## src/rtl/multicycle_ctrl.sv

```systemverilog
// rtl/multicycle_ctrl.sv - multicycle MIPS-style control FSM
// Moore outputs from the state; only FETCH write enables depend on mem_ready.
module multicycle_ctrl #(
  parameter int unsigned MEM_WAIT_EN     = 1,
  parameter int unsigned IMM_EN          = 1,
  parameter int unsigned TRAP_ON_ILLEGAL = 1
) (
  input  logic       clk,
  input  logic       reset,
  input  logic [5:0] opCode,
  input  logic       mem_ready,
  output logic       PCWrite,
  output logic       PCWriteCond,
  output logic       BranchNE,
  output logic       IorD,
  output logic       MemRead,
  output logic       MemWrite,
  output logic       MemtoReg,
  output logic       IRWrite,
  output logic       ALUSrcA,
  output logic [1:0] ALUSrcB,
  output logic [2:0] ALUOp,
  output logic [1:0] PCSource,
  output logic       RegWrite,
  output logic       RegDst,
  output logic [3:0] state,
  output logic       illegal
);

  typedef enum logic [3:0] {
    S_FETCH  = 4'd0,
    S_DECODE = 4'd1,
    S_MEMADR = 4'd2,
    S_MEMRD  = 4'd3,
    S_MEMWB  = 4'd4,
    S_MEMWR  = 4'd5,
    S_EXEC_R = 4'd6,
    S_RWB    = 4'd7,
    S_BRANCH = 4'd8,
    S_JUMP   = 4'd9,
    S_EXEC_I = 4'd10,
    S_IWB    = 4'd11,
    S_TRAP   = 4'd12
  } state_t;

  state_t     state_q, state_d;
  logic       mem_rdy;
  logic       is_imm;
  logic [2:0] imm_alu_op;

  assign mem_rdy = (MEM_WAIT_EN != 0) ? mem_ready : 1'b1;
  assign is_imm  = (IMM_EN != 0) &&
                   (opCode == 6'h08 || opCode == 6'h0C || opCode == 6'h0D);

  always_comb begin
    imm_alu_op = 3'b000;
    case (opCode)
      6'h0C:   imm_alu_op = 3'b011;
      6'h0D:   imm_alu_op = 3'b100;
      default: imm_alu_op = 3'b000;
    endcase
  end

  always_ff @(posedge clk) begin
    if (reset) state_q <= S_FETCH;
    else       state_q <= state_d;
  end

  always_comb begin
    state_d = state_q;
    case (state_q)
      S_FETCH:  if (mem_rdy) state_d = S_DECODE;
      S_DECODE: begin
        if (opCode == 6'h00)                          state_d = S_EXEC_R;
        else if (opCode == 6'h23 || opCode == 6'h2B)  state_d = S_MEMADR;
        else if (opCode == 6'h04 || opCode == 6'h05)  state_d = S_BRANCH;
        else if (opCode == 6'h02)                     state_d = S_JUMP;
        else if (is_imm)                              state_d = S_EXEC_I;
        else if (TRAP_ON_ILLEGAL != 0)                state_d = S_TRAP;
        else                                          state_d = S_FETCH;
      end
      S_MEMADR: state_d = (opCode == 6'h2B) ? S_MEMWR : S_MEMRD;
      S_MEMRD:  if (mem_rdy) state_d = S_MEMWB;
      S_MEMWR:  if (mem_rdy) state_d = S_FETCH;
      S_EXEC_R: state_d = S_RWB;
      S_EXEC_I: state_d = S_IWB;
      S_TRAP:   state_d = S_TRAP;
      S_MEMWB, S_RWB, S_BRANCH, S_JUMP, S_IWB: state_d = S_FETCH;
      default:  state_d = S_FETCH;
    endcase
  end

  always_comb begin
    PCWrite     = 1'b0;
    PCWriteCond = 1'b0;
    BranchNE    = 1'b0;
    IorD        = 1'b0;
    MemRead     = 1'b0;
    MemWrite    = 1'b0;
    MemtoReg    = 1'b0;
    IRWrite     = 1'b0;
    ALUSrcA     = 1'b0;
    ALUSrcB     = 2'b00;
    ALUOp       = 3'b000;
    PCSource    = 2'b00;
    RegWrite    = 1'b0;
    RegDst      = 1'b0;
    case (state_q)
      S_FETCH: begin
        MemRead = 1'b1;
        ALUSrcB = 2'b01;
        IRWrite = mem_rdy;
        PCWrite = mem_rdy;
      end
      S_DECODE: ALUSrcB = 2'b11;
      S_MEMADR: begin
        ALUSrcA = 1'b1;
        ALUSrcB = 2'b10;
      end
      S_MEMRD: begin
        MemRead = 1'b1;
        IorD    = 1'b1;
      end
      S_MEMWB: begin
        RegWrite = 1'b1;
        MemtoReg = 1'b1;
      end
      S_MEMWR: begin
        MemWrite = 1'b1;
        IorD     = 1'b1;
      end
      S_EXEC_R: begin
        ALUSrcA = 1'b1;
        ALUOp   = 3'b010;
      end
      S_RWB: begin
        RegWrite = 1'b1;
        RegDst   = 1'b1;
      end
      S_BRANCH: begin
        ALUSrcA     = 1'b1;
        ALUOp       = 3'b001;
        PCWriteCond = 1'b1;
        PCSource    = 2'b01;
        BranchNE    = (opCode == 6'h05);
      end
      S_JUMP: begin
        PCWrite  = 1'b1;
        PCSource = 2'b10;
      end
      // IWB keeps the ALU driving the result that is being written back.
      S_EXEC_I, S_IWB: begin
        ALUSrcA  = 1'b1;
        ALUSrcB  = 2'b10;
        ALUOp    = imm_alu_op;
        RegWrite = (state_q == S_IWB);
      end
      default: ;
    endcase
  end

  assign state   = state_q;
  assign illegal = (state_q == S_TRAP);

endmodule

```

## config.mk

```make
export PLATFORM = sky130hd
export DESIGN_NAME = multicycle_ctrl
export DESIGN_NICKNAME = d
export VERILOG_FILES = /design/src/rtl/multicycle_ctrl.sv
export SDC_FILE = /design/constraint.sdc
export NUM_CORES = 1
export LEC_CHECK = 0
export BUFFER_PORTS_ARGS = -buffer_cell sky130_fd_sc_hd__buf_2
export CAP_MARGIN = 20
export CORE_MARGIN = 8
export CORE_UTILIZATION = 40
export CTS_CLUSTER_DIAMETER = 120
export DETAILED_ROUTE_END_ITERATION = 6
export PLACE_DENSITY = 0.71
export SLEW_MARGIN = 0
export SYNTH_ARGS = -nofsm -noshare
export SYNTH_HDL_FRONTEND = slang
export SYNTH_SLANG_ARGS = --single-unit
```

## constraint.sdc

```tcl
create_clock -name clk -period 2.8 [get_ports clk]
set_input_delay 0.56 -clock clk [delete_from_list [all_inputs] [get_ports clk]]
set_output_delay 0.56 -clock clk [all_outputs]
set_load 0.02 [all_outputs]
```

==> out/results.ini <==
[clock_tree]
ctsResizeCount=0
htreeDepth=1
worstSkewPairLatency_ns=0.23
clockBufferDepth=2
clkSinkCount=4
clk_pin_slew_ns=0.03
numCtsBuffers=3
cts_tree=built
cts_root_buf=clkbuf_4
post-cts-setup-buffers=0
holdBufCountCts=0

[floorplan]
die_x_um=56.6
start_util=0.433
ios=32
fp.coreArea_um2=1520
die_h_um=56.6
die_area_um2=3200
row_count=14

[logic_synthesis]
yosysUniqueCellTypes=46
synth_edf_count=0
async_flop_share=0
synthesis.instances=92
synth-seq-cells=4
yosysWarnings=0
syn-num-nets=101
synthFlopType=dfxtp_1
synth_area_leader_cell=dfxtp_1
syn-cell-area_um2=659
synth_top_area_frac=0.121
syn_avg_cell_area_um2=7.17
yosysSeqAreaShare=0.121
yosys-top-cells-area=dfxtp_1 (12%), nor2_1 (6.8%), o32ai_1 (4.0%)

[route]
avgViaCountPerCell=5.88
routed_wirelength_mm=2.02
drt-initial-drc-count=19
first_pass_iters=4
wl_per_cell_um=14.6
vias=812
route.detailed.drc=0
ant_nets=0

[timing]
hold_viol=0
max_freq_ghz=0.426
fin_crit_sh=0.838
fin_ws_ns=0.452
holdWs_ns=0.564
tns_ns=0
min_period_ns=2.35
fin_worst_skew_ns=0.000438
slew_headroom=0.658
drv_slew=0
rsz0062_at_grt=no
worst_pin_slew_ns=0.512
finalSetupViolCount=0

[setup_path]
reg2reg_slack_ns=1.21
setup.worst_path.start=state[2]
required_ns=2.24
critPathArrivalTime_ns=1.79
cp_top_family=simple AND/OR/NAND/NOR gates
cp-end-kind=output port
critPathMaxStageDelay_ns=0.46
reg2reg_to=state[2]
reg2reg_depth=5
start_kind=flop
crit_slowest_cell=dfxtp_1
cp_num_cells=5
r2r_start=state[1]
crit_path_end=ALUOp[1]
crit_path_cell_trace=nand2b_4 -> or2_1 -> or3b_1 -> o21ai_1 -> buf_2
cp_num_buf_inv=1
critPathKind=flop to output port
path_max_fanout=17

[placed_design]
dp_hpwl_mm=1.55
place_congestion=0.854
dpl_worst_slack_ns=0.561
io_buffers=31

[global_routing]
grt_usage=0.125
grt_pass1_vias=744
grt_pass1_wl_mm=3.41
antenna_found_initial=0
grt_max_degree=18
grt.overflow.total=0

[pwr]
ir_drop_uv=201
swShare=0.387
power_density_nw_per_um2=299
internal_power_uw=152
power_uw=247
power_frac_comb=0.451
switching_power_uw=95.8
seq_power_share=0.273
power.leakage_nw=0.398
clockPowerShare=0.276

[hold_path]
min_path_type=input port to flop

[cells_and_area]
fin_util=0.544
mostFrequentLayoutCell=buf_2
final_cell_mix=buf_2 (31), nor2_1 (12), inv_1 (6)
area_growth_pct=25.6
finalNetCount=133
largest_reg_flops=4
drive_gt1_frac=0.352
diodes=0

[outcome]
outcome=completed

[job]
cap_violations=0

==> layer usage <==
layer  vias to the layer above  track usage  part of all wire  wire, um
met3                         2       0.0427             0.082       166
met4                         0       0.0619            0.0079        16
met5                         -            0                 0         0
met1                       373        0.160              0.45       905
met2                        28        0.177              0.46       932
li1                        409            -                 -         -
==> synth_stat cells (2+ instances only) <==
cell type,n
o21ai_0,2
nor3_1,5
dfxtp_1,4
nand3_1,3
buf_2,2
nand2_1,5
o22ai_1,2
buf_4,3
o32ai_1,3
or2_1,2
nor2_1,12
inv_1,6
nor4b_1,2
a21oi_1,5
nand2b_2,2
nand2b_1,4
==> worst min path at each step <==
stage                     startpoint  endpoint  slack (ns)  cells past startpoint
after floorplan                reset  state[2]        0.63                      1
after global placement      state[3]  state[0]        0.75                      3
after detailed placement    state[3]  state[0]        0.74                      3
after CTS                      reset  state[3]        0.55                      2
after global routing           reset  state[2]        0.56                      2
final                          reset  state[3]        0.56                      2
==> power groups by stage <==
stage / Sequential [mW] / Combinational, mW / Clock (mW)
floorplan: 0.0677 / 0.0782 / 0
global placement: 0.0680 / 0.110 / 0
detailed placement: 0.0678 / 0.111 / 0
CTS: 0.0671 / 0.112 / 0.0736
global route: 0.0680 / 0.123 / 0.0801
finish: 0.0674 / 0.112 / 0.0683
==> worst reg2reg max path, cell delays in order, from the launching register on <==
cell      delay [ns]
dfxtp_1         0.37
buf_4           0.21
nand2b_2        0.24
o21a_1          0.20
o221a_1         0.24
a311oi_2        0.25
==> stage by stage <==
step / instances / instance area (um2)
2_1_floorplan: 92 / 659
3_3_place_gp: 135 / 806
3_5_place_dp: 135 / 806
4_1_cts: 138 / 828
5_1_grt: 138 / 828
6_report: 138 / 828
==> final cells by class <==
class                   instances  area [um2]
fillers                       163         696
multi-input cells              76         513
repair buffers                 33         170
flip-flops and latches          4        80.1
clock buffers                   3        22.5
inverters                       6        22.5
well taps                      16        20.0
==> cells by family after synthesis <==
kind of cell / Yosys count / share of synthesized area
compound gates: 24 / 0.283
buf+inv: 12 / 0.101
simple gates: 49 / 0.454
mux: 1 / 0.0152
xor+xnor: 2 / 0.0266
flops: 4 / 0.121
Power figures use the tool's default switching activity.
